<file path="src/rtl/inst_fetch_unit.sv">
// -----------------------------------------------------------------------------
// inst_fetch_unit
//
// Fetch stage sitting right after the program counter register. For each
// instruction it issues one word read to instruction memory (req/ready, then
// rvalid), holds the returned word in an output register for decode
// (valid/ready), and pulses pc_advance when that instruction retires so the
// PC steps to its sequential successor. A branch redirect kills any fetch that
// is in flight or being held.
//
// Ports:
//   clk, reset        clock and synchronous active-high reset
//   pc_in             current PC (byte address), sampled only in REQ
//   pc_advance        one-cycle pulse: PC takes its sequential next value
//   imem_req          read request to instruction memory
//   imem_addr         word address (pure bit-slice of pc_in)
//   imem_ready        memory accepts the request this cycle
//   imem_rvalid       read data valid
//   imem_rdata        read data
//   redirect          branch/jump taken; PC loads its target on this edge
//   inst_valid        output register holds an instruction
//   inst_out          instruction to decode
//   inst_pc           PC of inst_out
//   inst_misalign     inst_out is a NOP standing in for a misaligned fetch
//   dec_ready         decode accepts the instruction
// -----------------------------------------------------------------------------
module inst_fetch_unit #(
  parameter int                PC_W     = 14,
  parameter int                INST_W   = 32,
  parameter logic [INST_W-1:0] NOP_INST = 32'h00000013
) (
  input  logic              clk,
  input  logic              reset,
  input  logic [PC_W-1:0]   pc_in,
  output logic              pc_advance,
  output logic              imem_req,
  output logic [PC_W-3:0]   imem_addr,
  input  logic              imem_ready,
  input  logic              imem_rvalid,
  input  logic [INST_W-1:0] imem_rdata,
  input  logic              redirect,
  output logic              inst_valid,
  output logic [INST_W-1:0] inst_out,
  output logic [PC_W-1:0]   inst_pc,
  output logic              inst_misalign,
  input  logic              dec_ready
);

  typedef enum logic [1:0] {
    IDLE = 2'd0,
    REQ  = 2'd1,
    WAIT = 2'd2,
    HOLD = 2'd3
  } state_t;

  state_t              state_q, state_d;
  logic [PC_W-1:0]     req_pc_q, req_pc_d;
  logic                kill_q, kill_d;
  logic                inst_valid_q, inst_valid_d;
  logic [INST_W-1:0]   inst_out_q, inst_out_d;
  logic [PC_W-1:0]     inst_pc_q, inst_pc_d;
  logic                inst_misalign_q, inst_misalign_d;

  logic                pc_misaligned;

  assign pc_misaligned = (pc_in[1:0] != 2'b00);

  // Memory-side outputs. The address is always driven; only the request is
  // qualified. Reset gates the request so nothing is issued in a reset cycle.
  assign imem_addr = pc_in[PC_W-1:2];
  assign imem_req  = !reset && (state_q == REQ) && !redirect && !pc_misaligned;

  // Retirement pulse: a redirect in the same cycle means the held instruction
  // is on the wrong path, so it wins over the decode handshake.
  assign pc_advance = !reset && (state_q == HOLD) && dec_ready && !redirect;

  assign inst_valid    = inst_valid_q;
  assign inst_out      = inst_out_q;
  assign inst_pc       = inst_pc_q;
  assign inst_misalign = inst_misalign_q;

  // Next-state logic for the fetch FSM and its output register.
  always_comb begin
    state_d         = state_q;
    req_pc_d        = req_pc_q;
    kill_d          = kill_q;
    inst_valid_d    = inst_valid_q;
    inst_out_d      = inst_out_q;
    inst_pc_d       = inst_pc_q;
    inst_misalign_d = inst_misalign_q;

    unique case (state_q)
      IDLE: begin
        state_d = REQ;
      end

      REQ: begin
        if (redirect) begin
          // PC is loading a new target this edge; retry with it next cycle.
          state_d = REQ;
        end else if (pc_misaligned) begin
          // Never touch memory for a misaligned PC; hand decode a NOP tagged
          // as misaligned so the exception can be raised downstream.
          inst_out_d      = NOP_INST;
          inst_pc_d       = pc_in;
          inst_misalign_d = 1'b1;
          inst_valid_d    = 1'b1;
          state_d         = HOLD;
        end else if (imem_ready) begin
          req_pc_d = pc_in;
          kill_d   = 1'b0;
          state_d  = WAIT;
        end
      end

      WAIT: begin
        if (imem_rvalid) begin
          if (kill_q || redirect) begin
            // Response belongs to a squashed fetch; drop it and refetch.
            kill_d  = 1'b0;
            state_d = REQ;
          end else begin
            inst_out_d      = imem_rdata;
            inst_pc_d       = req_pc_q;
            inst_misalign_d = 1'b0;
            inst_valid_d    = 1'b1;
            state_d         = HOLD;
          end
        end else if (redirect) begin
          // Memory still owes us a response; remember to discard it.
          kill_d = 1'b1;
        end
      end

      HOLD: begin
        if (redirect || dec_ready) begin
          inst_valid_d    = 1'b0;
          inst_misalign_d = 1'b0;
          state_d         = REQ;
        end
      end

      default: begin
        state_d = IDLE;
      end
    endcase
  end

  // State and output registers; reset abandons any transaction in progress.
  always_ff @(posedge clk) begin
    if (reset) begin
      state_q         <= IDLE;
      req_pc_q        <= '0;
      kill_q          <= 1'b0;
      inst_valid_q    <= 1'b0;
      inst_out_q      <= NOP_INST;
      inst_pc_q       <= '0;
      inst_misalign_q <= 1'b0;
    end else begin
      state_q         <= state_d;
      req_pc_q        <= req_pc_d;
      kill_q          <= kill_d;
      inst_valid_q    <= inst_valid_d;
      inst_out_q      <= inst_out_d;
      inst_pc_q       <= inst_pc_d;
      inst_misalign_q <= inst_misalign_d;
    end
  end

endmodule

</file>
<file path="config.mk">
export PLATFORM = sky130hd
export DESIGN_NAME = inst_fetch_unit
export DESIGN_NICKNAME = d
export VERILOG_FILES = /design/src/rtl/inst_fetch_unit.sv
export SDC_FILE = /design/constraint.sdc
export NUM_CORES = 1
export LEC_CHECK = 0
export ABC_CLOCK_PERIOD_IN_PS = 3200
export CELL_PAD_IN_SITES_DETAIL_PLACEMENT = 0
export CELL_PAD_IN_SITES_GLOBAL_PLACEMENT = 1
export CORE_MARGIN = 2
export CORE_UTILIZATION = 34
export CTS_CLUSTER_DIAMETER = 50
export CTS_CLUSTER_SIZE = 14
export DETAILED_ROUTE_END_ITERATION = 6
export PLACE_DENSITY = 0.83
export SLEW_MARGIN = 30
export SYNTH_ARGS = -nofsm -noshare
export SYNTH_HDL_FRONTEND = slang
export SYNTH_SLANG_ARGS = --single-unit
</file>
<file path="constraint.sdc">
create_clock -name clk -period 3.2 [get_ports clk]
set_input_delay 0.64 -clock clk [delete_from_list [all_inputs] [get_ports clk]]
set_output_delay 0.64 -clock clk [all_outputs]
set_load 0.005 [all_outputs]
</file>
==> results.cfg <==
[setup_path]
path_max_fanout = 5
worstPathRequired_ps = 2560
crit_cells = 5
crit_path_end_kind = output port
startpoint_type = primary input
crit_top_cell = clkdlybuf4s50_1
crit_family = buffers and inverters
reg2reg_from = state_q[0]$_SDFFE_PP0P_
reg2reg_depth = 7
path_class = in2out
r2r-end = inst_out[25]$_SDFFE_PP0P_
critPathSlowestCell = clkdlybuf4s50_1
cp_cell_sequence = clkdlybuf4s50_1, nor3_2, nand2_1, nor2_1, clkdlybuf4s50_1
path_buf_inv = 2
rrSetupSlack_ps = 840
crit_path_max_incr_delay_ps = 530
cp.arrival_ps = 2160

[synthesis]
yosys-top-cells-area = dfxtp_1, a21oi_1, nand2_1
ys_seq_area_share_pct = 44.8
ys_ff_latch = 65
yosys_warnings = 0
syn-cell-area_sq_um = 2910
synth_top_area_share_pct = 44.8
yosysUniqueCellTypes = 35
syn_nets = 388
synthCells = 330
syn_area_per_cell_sq_um = 8.80
yosysTopAreaCell = dfxtp_1

[timing]
skew_ps = 8.19
setup_viol = 0
slew_headroom_pct = 53.9
setup_tns_ps = 0
tightestPinTransition_ps = 691
fmax_mhz = 357
timing.hold.ws_ps = 448
timing.final.crit_period_ps = 2800
maxSlewViolCount = 0
hold_viol = 0
rsz0062_at_grt = no
fin_crit_sh_pct = 87.6

[clock_tree]
cts_setup_buffers = 0
clk_pin_slew_worst_paths_ps = 70
clock-root-buffer = clkbuf_8
cts_resized = 0
cts_buffers = 9
hold_buffers = 0
clock_sinks = 65
cts_tree = built
insertion_delay_ps = 330
cts_max_path_buffers = 2
htreeDepth = 3

[placed_design]
portBuffers = 113
globalplace.congestion = 0.792
dp_hpwl_microns = 4990

[flow_run]
cap_violations = 0

[routing]
drtIter0Drc = 80
post_drt_wl_per_cell_microns = 13.8
via_per_inst = 4.85
via_count = 2579
routed_wirelength_microns = 7340
drt_pass1_iterations = 4
ant_nets = 0
route.detailed.drc = 0

[floorplanning]
die_w_microns = 96.4
initial_core_util_pct = 35.2
die_area_sq_um = 9300
core.rowCount = 33
core_area_sq_um = 8260
ios = 114
fp.dieH_microns = 96.4

[grt]
grt_start_max_net_pins = 61
antenna_found_initial = 0
track_usage_pct = 15.8
grt.overflow.total = 0
grt_pass1_vias = 2343
grt_pass1_wl_microns = 11300

[power_and_ir_drop]
seq_power_share_pct = 44.0
peakVddDrop_mv = 0.295
comb_power_share_pct = 16.6
power.switching_uw = 473
fin_total_pwr_uw = 1940
power_density_nw_per_um2 = 463
intPower_uw = 1470
p_leak_uw = 0.00142
switching_share_pct = 24.3
clockPowerShare_pct = 39.3

[final_layout]
area_growth_pct = 44.5
final.fill_count = 804
drive_above_1_share_pct = 9.37
n_antenna_cell = 0
fin_nets = 480

[min_path]
holdPathStages = 2
hold_class = reg2reg
min_to = inst_out[29]$_SDFFE_PP0P_
hold_path_startpoint = inst_out[29]$_SDFFE_PP0P_

[outcome]
status = finished clean
state kept, by name (all words and copies together), names as in the netlist:
signal         flops
inst_misalign      1
inst_out          32
inst_pc           14
inst_valid         1
kill_q             1
req_pc_q          14
state_q            2
layout make-up:
type	count	area (sq um)	area share, %
Clock inverter	5	78.8	1.88
Sequential cell	65	1300	31.0
Inverter	7	26.3	0.626
Clock buffer	11	141	3.37
Tap cell	105	131	3.13
Timing Repair Buffer	119	1180	28.2
Multi-Input combinational cell	220	1340	31.8
how the worst max path moves through the flow:
stage          startpoint                       to  slack, ps
6_report         redirect                 imem_req        400
5_1_grt          pc_in[0]                 imem_req        330
4_1_cts          redirect                 imem_req        400
3_5_place_dp     redirect                 imem_req        400
3_3_place_gp     redirect                 imem_req        430
2_1_floorplan    redirect  inst_pc[0]$_SDFFE_PP0P_       1260
metrics by stage:
step,std cells,setup slack [ps],instance area (sq um),util (%)
floorplan,330,1260,2910,-
global placement,516,432,3980,48.2
detailed placement,516,404,3980,48.2
CTS,532,402,4200,50.8
global route,532,333,4200,50.8
finish,532,397,4200,50.8
worst register-to-register path: cells and delay by family (launching register included):
kind / cells / cell delay [ps]
AOI/OAI and AO/OA: 2 / 610
and+or+nand+nor: 2 / 350
adders and majority gates: 1 / 510
buffers and inverters: 2 / 450
DFF: 1 / 360
per-layer routing:
metal	vias to the layer above	track usage [%]	routed length, microns
li1	1304	-	-
met1	1194	19.3	3320
met2	71	25.8	3450
met3	10	5.51	451
met4	0	5.75	111
met5	-	0	0
cell usage in the layout, fill, tap and decap left out, types with 2 or more instances in the layout:
| cell type | Yosys | final |
|---|---|---|
| clkdlybuf4s50_1 | 0 | 112 |
| dfxtp_1 | 65 | 65 |
| nand2_1 | 56 | 56 |
| a21oi_1 | 46 | 46 |
| nand3_1 | 30 | 30 |
| nor2_1 | 21 | 21 |
| mux2i_1 | 14 | 14 |
| a211oi_2 | 14 | 14 |
| clkbuf_8 | 0 | 10 |
| inv_1 | 7 | 7 |
| nor3b_1 | 7 | 7 |
| ha_1 | 6 | 6 |
| buf_4 | 13 | 5 |
| nand2b_1 | 3 | 3 |
| o21bai_1 | 3 | 3 |
| a311oi_1 | 2 | 2 |
| nor3_1 | 2 | 2 |
| bufinv_16 | 0 | 2 |
| clkinv_2 | 0 | 2 |
cell usage after synthesis, drive strengths merged:
library cell / instances
o31ai: 1
nand3: 30
o21a: 1
and2b: 1
o21bai: 3
nor2b: 1
o2111a: 1
mux2: 1
nor3: 3
a2111oi: 1
clkbuf: 13
buf: 25
nand2: 56
nor4bb: 1
ha: 6
nor3b: 7
a21oi: 46
nor4: 1
or4b: 1
nand2b: 3
o2111ai: 1
nor2: 21
dfxtp: 65
inv: 7
and3: 1
a211oi: 15
mux2i: 14
a311oi: 2
o21ai: 1
a2111o: 1
cells by family after synthesis:
| group | after synthesis | synth area share, % |
|---|---|---|
| and+or+nand+nor | 126 | 19.9 |
| adders and majority gates | 6 | 2.58 |
| buffers and inverters | 45 | 9.26 |
| DFF | 65 | 44.8 |
| muxes | 15 | 5.21 |
| AOI/OAI and AO/OA | 73 | 18.3 |
power by group through the flow:
stage               sequential (uW)  combinational [uW]  clock [uW]
finish                          856                 323         764
global route                    859                 353         834
CTS                             856                 328         798
detailed placement              874                 326           0
global placement                874                 324           0
floorplan                       875                 177           0
Note: power is estimated with default switching activity, not from simulation.
